File: src/rtl/fsm_inv.sv
// Multi-cycle inverter for the (A,B) -> y encoder: recovers A from y and b
// using only shifts and one add/sub per cycle, and flags inputs with no valid A.
module fsm_inv #(
  parameter int WIDTH    = 32,
  parameter int OP_WIDTH = WIDTH + 3
) (
  input  logic                clk,
  input  logic                rst_n,
  input  logic                start,
  input  logic [OP_WIDTH-1:0] y,
  input  logic [WIDTH-1:0]    b,
  output logic [WIDTH-1:0]    a,
  output logic                err,
  output logic                busy,
  output logic                ready
);

  localparam int DW = OP_WIDTH + 1;

  typedef enum logic [3:0] {
    S_IDLE,
    S_B8,
    S_BH,
    S_BH4,
    S_SUB,
    S_ADD,
    S_RND,
    S_DIV,
    S_CHK
  } state_t;

  state_t          state_q;
  state_t          state_d;
  logic [1:0]      cnt_q;
  logic [DW-1:0]   rx;
  logic [DW-1:0]   rb;
  logic [DW-1:0]   rh;
  logic [2:0]      lo3;
  logic [DW-1:0]   sum_xh;
  logic            chk_err;

  // NOTE: every register below uses non-blocking assignment so all state
  // updates see the pre-edge values, matching the hardware they describe.
  always_ff @(posedge clk or negedge rst_n) begin
    if (!rst_n) begin
      state_q <= S_IDLE;
    end else begin
      state_q <= state_d;
    end
  end

  // NOTE: next state defaults to the current one so no path leaves it
  // unassigned, which would otherwise infer a latch.
  always_comb begin
    state_d = state_q;
    unique case (state_q)
      S_IDLE: if (start) state_d = S_B8;
      S_B8:   if (cnt_q == 2'd2) state_d = S_BH;
      S_BH:   state_d = S_BH4;
      S_BH4:  if (cnt_q == 2'd1) state_d = S_SUB;
      S_SUB:  state_d = S_ADD;
      S_ADD:  state_d = S_RND;
      S_RND:  state_d = S_DIV;
      S_DIV:  if (cnt_q == 2'd2) state_d = S_CHK;
      S_CHK:  state_d = S_IDLE;
      default: state_d = S_IDLE;
    endcase
  end

  always_comb begin
    busy = (state_q != S_IDLE);
  end

  // Step counter for the multi-edge shift states; zeroed whenever the state changes.
  always_ff @(posedge clk or negedge rst_n) begin
    if (!rst_n) begin
      cnt_q <= 2'd0;
    end else if (state_d != state_q) begin
      cnt_q <= 2'd0;
    end else if (state_q == S_B8 || state_q == S_BH4 || state_q == S_DIV) begin
      cnt_q <= cnt_q + 2'd1;
    end else begin
      cnt_q <= 2'd0;
    end
  end

  assign sum_xh = rx + rh;

  // An odd or misaligned X, bits left above the operand, or a quotient whose
  // parity disagrees with the remainder all mean no A produces this y.
  assign chk_err = (lo3[1:0] != 2'b00)
                 | (|rx[DW-1:WIDTH])
                 | (rx[0] != lo3[2]);

  // NOTE: the datapath has no reset; it is always reloaded from y/b before use,
  // and only the control and result registers need a defined reset value.
  always_ff @(posedge clk) begin
    unique case (state_q)
      S_IDLE: begin
        if (start) begin
          rx <= {{(DW-OP_WIDTH){1'b0}}, y};
          rb <= {{(DW-WIDTH){1'b0}}, b};
          rh <= {{(DW-WIDTH){1'b0}}, b};
        end
      end
      S_B8:  rb  <= rb << 1;
      S_BH:  rh  <= rh >> 1;
      S_BH4: rh  <= rh << 1;
      S_SUB: rx  <= rx - rb;
      S_ADD: begin
        rx  <= sum_xh;
        lo3 <= sum_xh[2:0];
      end
      S_RND: rx  <= rx + DW'(4);
      S_DIV: rx  <= rx >> 1;
      default: ;
    endcase
  end

  always_ff @(posedge clk or negedge rst_n) begin
    if (!rst_n) begin
      a     <= '0;
      err   <= 1'b0;
      ready <= 1'b0;
    end else begin
      ready <= (state_q == S_CHK);
      if (state_q == S_CHK) begin
        a   <= rx[WIDTH-1:0];
        err <= chk_err;
      end
    end
  end

endmodule

File: config.mk
export PLATFORM = sky130hd
export DESIGN_NAME = fsm_inv
export DESIGN_NICKNAME = d
export VERILOG_FILES = /design/src/rtl/fsm_inv.sv
export SDC_FILE = /design/constraint.sdc
export NUM_CORES = 1
export LEC_CHECK = 0
export ABC_AREA = 1
export CORE_ASPECT_RATIO = 1.2
export CORE_MARGIN = 2
export CORE_UTILIZATION = 55
export CTS_BUF_LIST = sky130_fd_sc_hd__clkbuf_16
export CTS_CLUSTER_SIZE = 24
export DETAILED_ROUTE_END_ITERATION = 10
export GPL_TIMING_DRIVEN = 0
export PLACE_DENSITY = 0.76
export SYNTH_ARGS = -nofsm -noshare
export SYNTH_HDL_FRONTEND = slang
export SYNTH_SLANG_ARGS = --single-unit
File: constraint.sdc
create_clock -name clk -period 4.8 [get_ports clk]
set_input_delay 1.2 -clock clk [delete_from_list [all_inputs] [get_ports clk]]
set_output_delay 1.2 -clock clk [all_outputs]
set_load 0.02 [all_outputs]
==> metrics.cfg, run 1 <==
[cts]
clock_latency_ns=0.45
postCtsHoldBufs=0
cts.sinks=151
cts_root_buf=clkbuf_16
cts_tree=done
ctsHtreeMaxLevel=4
cts_buffer_depth=2
cts-resized-gates=0
postCtsSetupBuffers=0
clk_pin_slew_ns=0.06
cts_made_buffers=17

[layout]
area_growth_pct=15.8
layout-drive-gt1-share_pct=5.40
fin_nets=2226
diodes=0
fin_area_sq_um=15000
n_fill_cell=2121

[yosys]
yosys_warnings=0
synthCells=1955
synth_edf_count=111
async_flop_share_pct=26.5
ys_types=49
synth-main-ff-cell=edfxtp_1
ys_ff_latch=151
synth-seq-area-share_pct=33.5
syn-num-nets=2100
synth_area_per_cell_sq_um=6.61
netlist_area_sq_um=12900

[run_status]
status=completed

[placed_design]
pre_cts_ws_ns=1.48
placedInstanceArea_sq_um=14400
io_buffers=104
dp_hpwl_mm=40.5
gp_congestion=1.01

[worst_setup_path]
start_kind=register
crit_chain=nor2_1, inv_2, nor2_1, inv_1, clkdlybuf4s50_1
worstPathArrival_ns=2.15
slowest_stage=clkdlybuf4s50_1
endpoint_kind=output pin
required_ns=3.60
path_class=reg2out
slowest_delay_ns=0.55
crit_top_cell=nor2_1
path_max_fanout=6

[power]
clkPwrFrac_pct=10.4
sw_frac_of_total_pct=55.7
p_leak_nw=6.99
ir_drop_mv=0.509
power.switching_mw=7.26
seq_power_share_pct=23.6
finalPower_mw=13.0
comb_power_share_pct=66.0
power_density_nw_per_um2=871
intPower_mw=5.79

[timing]
slew_viol_final=0
skew_ns=0.00952
fin_crit_sh_pct=69.8
setup_ws_ns=1.45
whs_ns=0.474
tns_ns=0
slew_headroom_pct=42.0
rsz0062_at_grt=no
clock.fmax_mhz=299
setup_viol=0
worstMarginPinSlew_ns=0.871
final_hold_viol_count=0
layout_min_cycle_time_ns=3.35

[floorplanning]
die_w_um=144
rows=61
dieArea_sq_um=24800
core_sq_um=23100
io_pins=105
start_util_pct=55.9
dieHeight_um=172

[grt]
grt_max_degree=41
met3_usage_pct=6.65
grt_pass1_wl_mm=73.1
grt_overflow=0
track_usage_pct=40.4
grt_pass1_vias=13400
grt_use_met1_pct=49.3
use_met2_pct=65.7
grt_antenna_before_repair=0
grt_busiest_layer=met2

[route]
post-route-drc-count=0
dr.pass1.iters=5
vias_per_cell=5.87
first_iter_violations=1347
postRouteAntennaNets=0
vias=14100
routedWlPerCell_um=20.5
routed_wl_mm=49.4

[run]
cap_violations=0

[min_path]
hp-class=reg2reg

## flip-flops by register name, indices dropped and copies added (netlist names)
register and flops:
err 1, rb 36, rx 36, rh 36
a 32, cnt_q 2, ready 1, state_q 4
lo3 3
## power groups by stage
stage	Sequential, mW	Combinational (mW)	Clock (mW)
2_1_floorplan	2.75	5.94	0
3_3_place_gp	3.04	8.12	0
3_5_place_dp	3.04	8.31	0
4_1_cts	3.01	8.39	1.34
5_1_grt	3.10	9.50	1.37
6_report	3.08	8.61	1.35
## kinds of logic (layout without fill, tap and decap cells)
logic type               after synthesis  count (layout)  share of synthesized area (%)
AND/OR/NAND/NOR                     1120            1120                           37.1
flip-flops                           151             151                           33.5
AO/OA/AOI/OAI                        276             276                           11.6
buffers and inverters                320             458                           9.53
XOR/XNOR                              13              13                          0.881
adder cells (fa/ha/maj)               75              75                           7.37
## per-stage QoR
stage                     cells  util (%)
after floorplan            1955         -
after CTS                  2408      64.8
after global routing       2408      64.8
final                      2408      64.8
after detailed placement   2377      62.3
after global placement     2374      62.1
## cell type report
type	instances	area, sq um	share of cell area [%]
sequential	151	4330	28.9
buffer	39	178	1.19
multi-input combinational	1484	7370	49.2
inverter	281	1050	7.04
clock buffer	21	526	3.51
tap	315	394	2.63
clock inverter	10	46.3	0.309
timing repair buffer	107	1070	7.14
## worst paths after layout
check	to	cells after the start	slack, ns	from
min reg2reg	cnt_q[0]$_DFF_PN0_	1	0.47	cnt_q[0]$_DFF_PN0_
max	busy	5	1.45	state_q[0]$_DFF_PN0_
max reg2reg	rx[32]$_DFFE_PP_	16	1.82	rx[0]$_DFFE_PP_
min in group asynchronous	state_q[3]$_DFF_PN0_	1	0.87	rst_n
min	cnt_q[0]$_DFF_PN0_	1	0.47	cnt_q[0]$_DFF_PN0_
max in group asynchronous	a[31]$_DFFE_PN0P_	1	3.38	rst_n
## cell usage after synthesis, drive strengths merged, types with 11 or more instances
cell type	count	area [sq um]
nand4	48	300
inv	280	1050
nor3	23	145
or2	12	75.1
ha	73	913
o21bai	11	82.6
o21ai	143	719
a21oi	95	483
edfxtp	111	3330
nand3	176	911
clkbuf	17	65.1
buf	22	113
dfrtp	40	1000
nand2	665	2510
nand3b	12	90.1
nor2	175	704
## metal layers
| metal | wire, um | part of all wire [%] |
|---|---|---|
| met5 | 0 | 0 |
| met4 | 3550 | 7.2 |
| met3 | 4350 | 8.8 |
| met2 | 22600 | 46 |
| met1 | 18900 | 38 |
## cell usage in the layout, fill, tap and decap left out, types with 48 or more instances in the layout
cell	instances
a21oi_1	93
clkdlybuf4s50_1	103
edfxtp_1	111
ha_1	73
inv_1	270
nand2_1	658
nand3_1	170
nand4_1	48
nor2_1	162
o21ai_0	107
## worst max-delay path: cells and delay by family, from the launching register on
| kind | cells | cell delay [ns] |
|---|---|---|
| flops | 1 | 0.46 |
| simple gates | 2 | 0.53 |
| buf+inv | 3 | 0.71 |
(Power assumes the default switching activity.)
==> run 2, diff against run 1 <==
- CORE_UTILIZATION: 55 -> 54
- PLACE_DENSITY: 0.76 -> 0.78
- clock period: 4.8 -> 2.7 ns (I/O delays scaled with it)
==> run 2 against run 1 <==
The run now ends with negative setup slack left. Clock skew shrank 0.00076 ns. Routed wire length rose by 5.2%. Die area up 1.8%. Clock power rose by 81%. Total power grew 88%. Sequential share of layout area is 1.0 points lower. Combinational power rose by 94%. Non-clock buffer count increased by 27. Design area rose by 3.6%. Count of clock-buffer cells in the layout fell by 1. Worst hold slack worse by 0.11 ns.
==> metrics.cfg, run 2 (synthesis results as in run 1) <==
[run_status]
status=finished with violations
violations=negative setup slack

[timing]
skew_ns=0.00877  ; -0.000757 ns
rsz0062_at_grt=yes
layout_min_cycle_time_ns=2.71
setup_viol=1  ; +1
final_hold_viol_count=0  ; unchanged
clock.fmax_mhz=369
fin_crit_sh_pct=100
slew_viol_final=0  ; unchanged
worstMarginPinSlew_ns=0.938  ; +0.0672 ns
slew_headroom_pct=37.5  ; -4.5 points
setup_ws_ns=-0.0127  ; -1.46 ns

[cts]
cts.sinks=151  ; unchanged
clk_pin_slew_ns=0.06  ; about the same
clock_latency_ns=0.45  ; about the same
cts_buffer_depth=2  ; unchanged
cts_made_buffers=17  ; unchanged
cts_root_buf=clkbuf_16
postCtsHoldBufs=0  ; unchanged
ctsHtreeMaxLevel=4  ; unchanged
cts_tree=done

[worst_setup_path]
start_kind=register
required_ns=2.89  ; -0.71 ns
regToRegSetupSlack_ns=-0.01  ; -1.83 ns
r2r_start=rx[3]$_DFFE_PP_
rr_endpoint=rx[34]$_DFFE_PP_
path_class=reg2reg
r2r_cells=10  ; -6
setup.worst_path.end=rx[34]$_DFFE_PP_
endpoint_kind=register
worstPathArrival_ns=2.90  ; +0.75 ns
path_max_fanout=6  ; unchanged
crit_start=rx[3]$_DFFE_PP_

[route]
postRouteAntennaNets=0  ; unchanged
first_iter_violations=1621  ; +20%
vias_per_cell=5.89  ; +0.37%
routed_wl_mm=51.9  ; +5.2%
dr.pass1.iters=8  ; +3
post-route-drc-count=0  ; unchanged
vias=14400  ; +1.7%
routedWlPerCell_um=21.3  ; +3.7%

[floorplanning]
rows=62  ; +1.6%
start_util_pct=54.5  ; -1.4 points
dieArea_sq_um=25200  ; +1.8%
core_sq_um=23700  ; +2.6%
io_pins=105  ; unchanged
dieHeight_um=174  ; +0.90%
die_w_um=145  ; +0.90%

[power]
p_leak_nw=7.12  ; +1.8%
intPower_mw=11.0  ; +91%
power.switching_mw=13.4  ; +85%
comb_power_share_pct=68.1  ; +2.1 points
power_density_nw_per_um2=1580  ; +81%
clkPwrFrac_pct=10.0  ; -0.4 points
ir_drop_mv=0.872  ; +71%
sw_frac_of_total_pct=54.9  ; -0.73 points
seq_power_share_pct=21.8  ; -1.8 points

[layout]
reg.largest.list=rb: 36 flops, rh: 36 flops, rx: 36 flops
utilization_pct=65.4  ; +0.61 points
area_growth_pct=20.0
diodes=0  ; unchanged
fin_cells=2441  ; +1.4%
n_fill_cell=2110  ; -0.52%
final_cell_mix=nand2_1, inv_1, nand3_1, nor2_1, edfxtp_1
layout-drive-gt1-share_pct=8.77  ; +3.4 points
final_common_cell=nand2_1
fin_nets=2253  ; +1.2%

[run]
cap_violations=0  ; unchanged

[grt]
grt_antenna_before_repair=0  ; unchanged
grt_max_degree=41  ; unchanged
grt_overflow=0  ; unchanged
grt_pass1_wl_mm=75.8  ; +3.8%
grt_pass1_vias=13500  ; +1.2%
track_usage_pct=40.1  ; -0.22 points

[placed_design]
io_buffers=104  ; unchanged
dp.cells=2380  ; +0.13%
gp_congestion=1.02  ; +0.99%
dp_hpwl_mm=42.0  ; +3.7%

[min_path]
hp-class=in2async

[run 2: cell count changes in the layout (fill, tap and decap cells not counted), moves of 4 or more]
cell / before / now
ha_1: 73 / 52
o21ai_0: 107 / 103
buf_4: 2 / 31
nand3_1: 170 / 166
ha_2: 0 / 6
nand2_2: 7 / 14
inv_2: 15 / 19
nand2_1: 658 / 649
ha_4: 0 / 15
inv_1: 270 / 265
o21ai_1: 35 / 39
[run 2: final cells by class]
type                    instances  area [sq um]  share of cell area, %
plain buffers                  39           178                   1.14
inverters                     281          1050                   6.80
clock buffers                  20           500                   3.23
well taps                     320           400                   2.58
repair buffers                134          1280                   8.26
clock inverters                12          93.8                  0.605
flip-flops and latches        151          4330                   27.9
multi-input cells            1484          7680                   49.5
[run 2: per-layer routing]
layer	vias to the layer above	wire length, um	track usage (%)	share of wire, %
met2	884	24400	68.0	47
met1	6546	18700	47.7	36
met4	0	3500	22.5	6.7
li1	6743	-	-	-
met3	202	5350	8.18	10
met5	-	0	0	0
[run 2: power groups by stage]
stage	clock network, mW	registers (mW)	logic [mW]
after global placement	0	5.32	14.7
final	2.45	5.35	16.7
after global routing	2.53	5.41	18.3
after floorplan	0	4.88	10.6
after detailed placement	0	5.33	15.0
after CTS	2.43	5.25	15.2
[run 2: worst min-delay path by stage]
stage                        from              endpoint  cells past startpoint
4_1_cts                     rst_n  state_q[3]$_DFF_PN0_                      1
5_1_grt                     rst_n      a[4]$_DFFE_PN0P_                      1
3_5_place_dp   cnt_q[0]$_DFF_PN0_    cnt_q[0]$_DFF_PN0_                      1
2_1_floorplan               rst_n      a[0]$_DFFE_PN0P_                      0
3_3_place_gp   cnt_q[0]$_DFF_PN0_    cnt_q[0]$_DFF_PN0_                      1
6_report                    rst_n      a[4]$_DFFE_PN0P_                      1
[run 2: what timing repair did]
item | 4_1_cts | 5_1_grt
buffers inserted | 3 | 26
setup endpoints to repair | 49 | 59
pin swaps | 0 | 4
gates resized for setup | 11 | 45
[run 2: per-stage QoR]
step                power, mW  setup TNS (ns)  hold WS, ns  cell area, sq um  setup WS, ns
floorplan                15.4               0        0.379             12900        0.0927
global placement         20.0          -49.90        0.439             14400        -0.860
detailed placement       20.3          -10.13        0.452             14400        -0.276
CTS                      22.9               0        0.390             15100        0.0169
global route             26.3           -2.10        0.429             15500       -0.0645
finish                   24.5         -0.0127        0.368             15500       -0.0127
[run 2: critical path: stages (launching register included)]
cell and delay, ns:
edfxtp_1 0.66, ha_1 0.34, nand2_2 0.11, nor2_4 0.23
nand2_1 0.13, nor2_1 0.46, nand3_1 0.16, nand3_1 0.11
o21ai_1 0.07, inv_1 0.09, nand4_1 0.08
==> run 3, diff against run 2 <==
- ABC_CLOCK_PERIOD_IN_PS: unset -> 2700
- CORE_UTILIZATION: 54 -> 50
- PLACE_DENSITY: 0.78 -> 0.73
==> run 3 against run 2 <==
The flow now finishes without violations. Non-clock buffer count decreased by 1. Via count decreased by 2.3%. Clock power about the same. Total power decreased by 2.3%. Register-to-register slack improved by 0.05 ns. Utilization decreased by 5.1 points. Flip-flop and latch count unchanged. Clock skew increased by 0.0023 ns. First-iteration DRC count decreased by 13%. Largest power group unchanged. Highest routed layer unchanged.
==> metrics.cfg, run 3 (synthesis results as in run 1) <==
[power]
intPower_mw=10.7  ; -3.3%
power.switching_mw=13.3  ; -1.4%
ir_drop_mv=0.890  ; +2.1%
clkPwrFrac_pct=10.2  ; +0.2 points
power_density_nw_per_um2=1560  ; -1.2%
p_leak_nw=7.10  ; -0.27%
seq_power_share_pct=22.4  ; +0.6 points
sw_frac_of_total_pct=55.4  ; +0.49 points
comb_power_share_pct=67.5  ; -0.6 points

[cts]
ctsHtreeMaxLevel=4  ; unchanged
cts_tree=done
clk_pin_slew_ns=0.07  ; about the same
cts_buffer_depth=2  ; unchanged
cts_made_buffers=17  ; unchanged
cts.sinks=151  ; unchanged
cts_root_buf=clkbuf_16
clock_latency_ns=0.45  ; about the same

[route]
vias_per_cell=5.73  ; -2.6%
routed_wl_mm=51.0  ; -1.9%
post-route-drc-count=0  ; unchanged
first_iter_violations=1403  ; -13%
met2WireLength_mm=24.6  ; +0.83%
wl_met3_mm=3.97  ; -26%
dr.pass1.iters=6  ; -2
postRouteAntennaNets=0  ; unchanged
dr.max_layer_used=met4
m1WireLength_mm=19.8  ; +6.1%
routedWlPerCell_um=20.8  ; -2.2%
vias=14000  ; -2.3%

[layout]
diodes=0  ; unchanged
final_common_cell=nand2_1
reg.largest.list=rb: 36 flops, rh: 36 flops, rx: 36 flops
n_fill_cell=2456  ; +16%
layout-drive-gt1-share_pct=8.21  ; -0.56 points
final_cell_mix=nand2_1, inv_1, nand3_1, nor2_1, edfxtp_1
fin_cells=2450  ; +0.37%
multiInputGateArea_sq_um=7530  ; -1.9%
area_growth_pct=18.8
fin_nets=2252  ; -0.044%
seq_area_sq_um=4330  ; unchanged

[timing]
final_hold_viol_count=0  ; unchanged
fin_crit_sh_pct=98.6  ; -1.9 points
setup_viol=0  ; -1
skew_ns=0.0110  ; +0.00225 ns
worstMarginPinSlew_ns=0.930  ; -0.00824 ns
clock.fmax_mhz=376  ; +1.9%
layout_min_cycle_time_ns=2.66  ; -0.0510 ns
slew_viol_final=0  ; unchanged
rsz0062_at_grt=yes
tns_ns=0  ; +0.0127 ns
slew_headroom_pct=37.6  ; +0.072 points

[worst_setup_path]
worstPathArrival_ns=2.83  ; -0.07 ns
r2r_cells=12  ; +2
crit_chain=inv_2, ha_4, inv_2, fa_2, nand2_2, nand3_1, nand2_2, inv_1, nand2_1, nand2_2, o21ai_0, o2111ai_1
path_depth=12  ; +2
start_kind=register
crit_buf_inv=3  ; +2
required_ns=2.87  ; -0.02 ns
path_class=reg2reg
slowest_stage=edfxtp_1
crit_top_cell=nand2_2
cp_top_family=compound AO/OA/AOI/OAI gates
path_max_fanout=4  ; -2
slowest_delay_ns=0.45  ; -0.21 ns
regToRegSetupSlack_ns=0.04  ; +0.05 ns
endpoint_kind=register

[placed_design]
dp_hpwl_mm=42.2  ; +0.42%
gp_congestion=1.01  ; -0.74%
io_buffers=104  ; unchanged
dp.cells=2390  ; +0.42%

[grt]
grt_antenna_before_repair=0  ; unchanged
grt_pass1_vias=13500  ; -0.41%
grt_max_degree=41  ; unchanged
grt_pass1_wl_mm=75.6  ; -0.38%
grt_overflow=0  ; unchanged
track_usage_pct=37.6  ; -2.5 points

[floorplanning]
dieArea_sq_um=27200  ; +7.8%
dieHeight_um=180  ; +3.8%
rows=64  ; +3.2%
start_util_pct=50.8  ; -3.7 points
die_w_um=151  ; +3.8%
core_sq_um=25500  ; +7.3%
io_pins=105  ; unchanged

[run]
cap_violations=0  ; unchanged

[run_status]
status=completed

[min_path]
hp-class=in2async

==> run 3: cell count changes in the layout (fill, tap and decap cells not counted), moves of 2 or more <==
cell | previous run | this run
inv_6 | 1 | 3
nor4_2 | 3 | 1
ha_4 | 15 | 4
inv_2 | 19 | 16
nor4_1 | 3 | 5
nand3_2 | 9 | 11
nand3_1 | 166 | 164
ha_1 | 52 | 63
==> run 3: final cells by class <==
type / instances / share of cell area, %
Clock buffer: 20 / 3.26
Sequential cell: 151 / 28.2
Multi-Input combinational cell: 1484 / 49.0
Inverter: 281 / 6.87
Buffer: 39 / 1.16
Timing Repair Buffer: 133 / 8.21
Tap cell: 330 / 2.69
Clock inverter: 12 / 0.554
==> run 3: power by group through the flow <==
stage / Combinational, mW / Clock, mW / Sequential [mW]
3_3_place_gp: 14.6 / 0 / 5.42
2_1_floorplan: 10.6 / 0 / 4.88
3_5_place_dp: 14.9 / 0 / 5.42
6_report: 16.1 / 2.43 / 5.35
4_1_cts: 15.1 / 2.42 / 5.33
5_1_grt: 17.9 / 2.51 / 5.41
==> run 3: final timing paths <==
kind / start / to
min in group clk: cnt_q[0]$_DFF_PN0_ / cnt_q[0]$_DFF_PN0_
setup reg to reg: rx[0]$_DFFE_PP_ / rx[8]$_DFFE_PP_
setup / recovery: rx[0]$_DFFE_PP_ / rx[8]$_DFFE_PP_
hold / removal: rst_n / a[7]$_DFFE_PN0P_
max in group asynchronous: rst_n / a[19]$_DFFE_PN0P_
hold reg to reg: cnt_q[0]$_DFF_PN0_ / cnt_q[0]$_DFF_PN0_
==> run 3: layer usage <==
metal | global-route usage [%] | up-vias
li1 | - | 6755
met1 | 47.4 | 6523
met2 | 64.2 | 648
met3 | 4.71 | 121
met4 | 16.6 | 0
met5 | 0 | -
==> run 3: timing repair <==
item                                   in CTS  in global routing
hold buffers                                0                  0
endpoints found under the hold margin       0                  0
setup endpoints to repair                  46                 84
pin swaps                                   0                  4
gates resized for setup                     9                 35
buffers inserted                            4                 24
==> run 3: stage by stage <==
step	utilization [%]	setup slack, ns	hold slack, ns	total power, mW	area (sq um)
after floorplan	-	0.0927	0.379	15.4	12900
after global placement	56.5	-1.12	0.441	20.1	14400
after detailed placement	56.6	-0.252	0.458	20.3	14400
after CTS	59.1	0.000573	0.390	22.9	15100
after global routing	60.3	-0.0654	0.443	25.8	15400
final	60.3	0.0382	0.356	23.9	15400
==> run 3: worst reg2reg max path: cells and delay by family (launching register included) <==
| kind | cells | cell delay [ns] |
|---|---|---|
| adder cells (fa/ha/maj) | 2 | 0.57 |
| AO/OA/AOI/OAI | 2 | 0.64 |
| flip-flops | 1 | 0.45 |
| buffers and inverters | 3 | 0.27 |
| AND/OR/NAND/NOR | 5 | 0.45 |
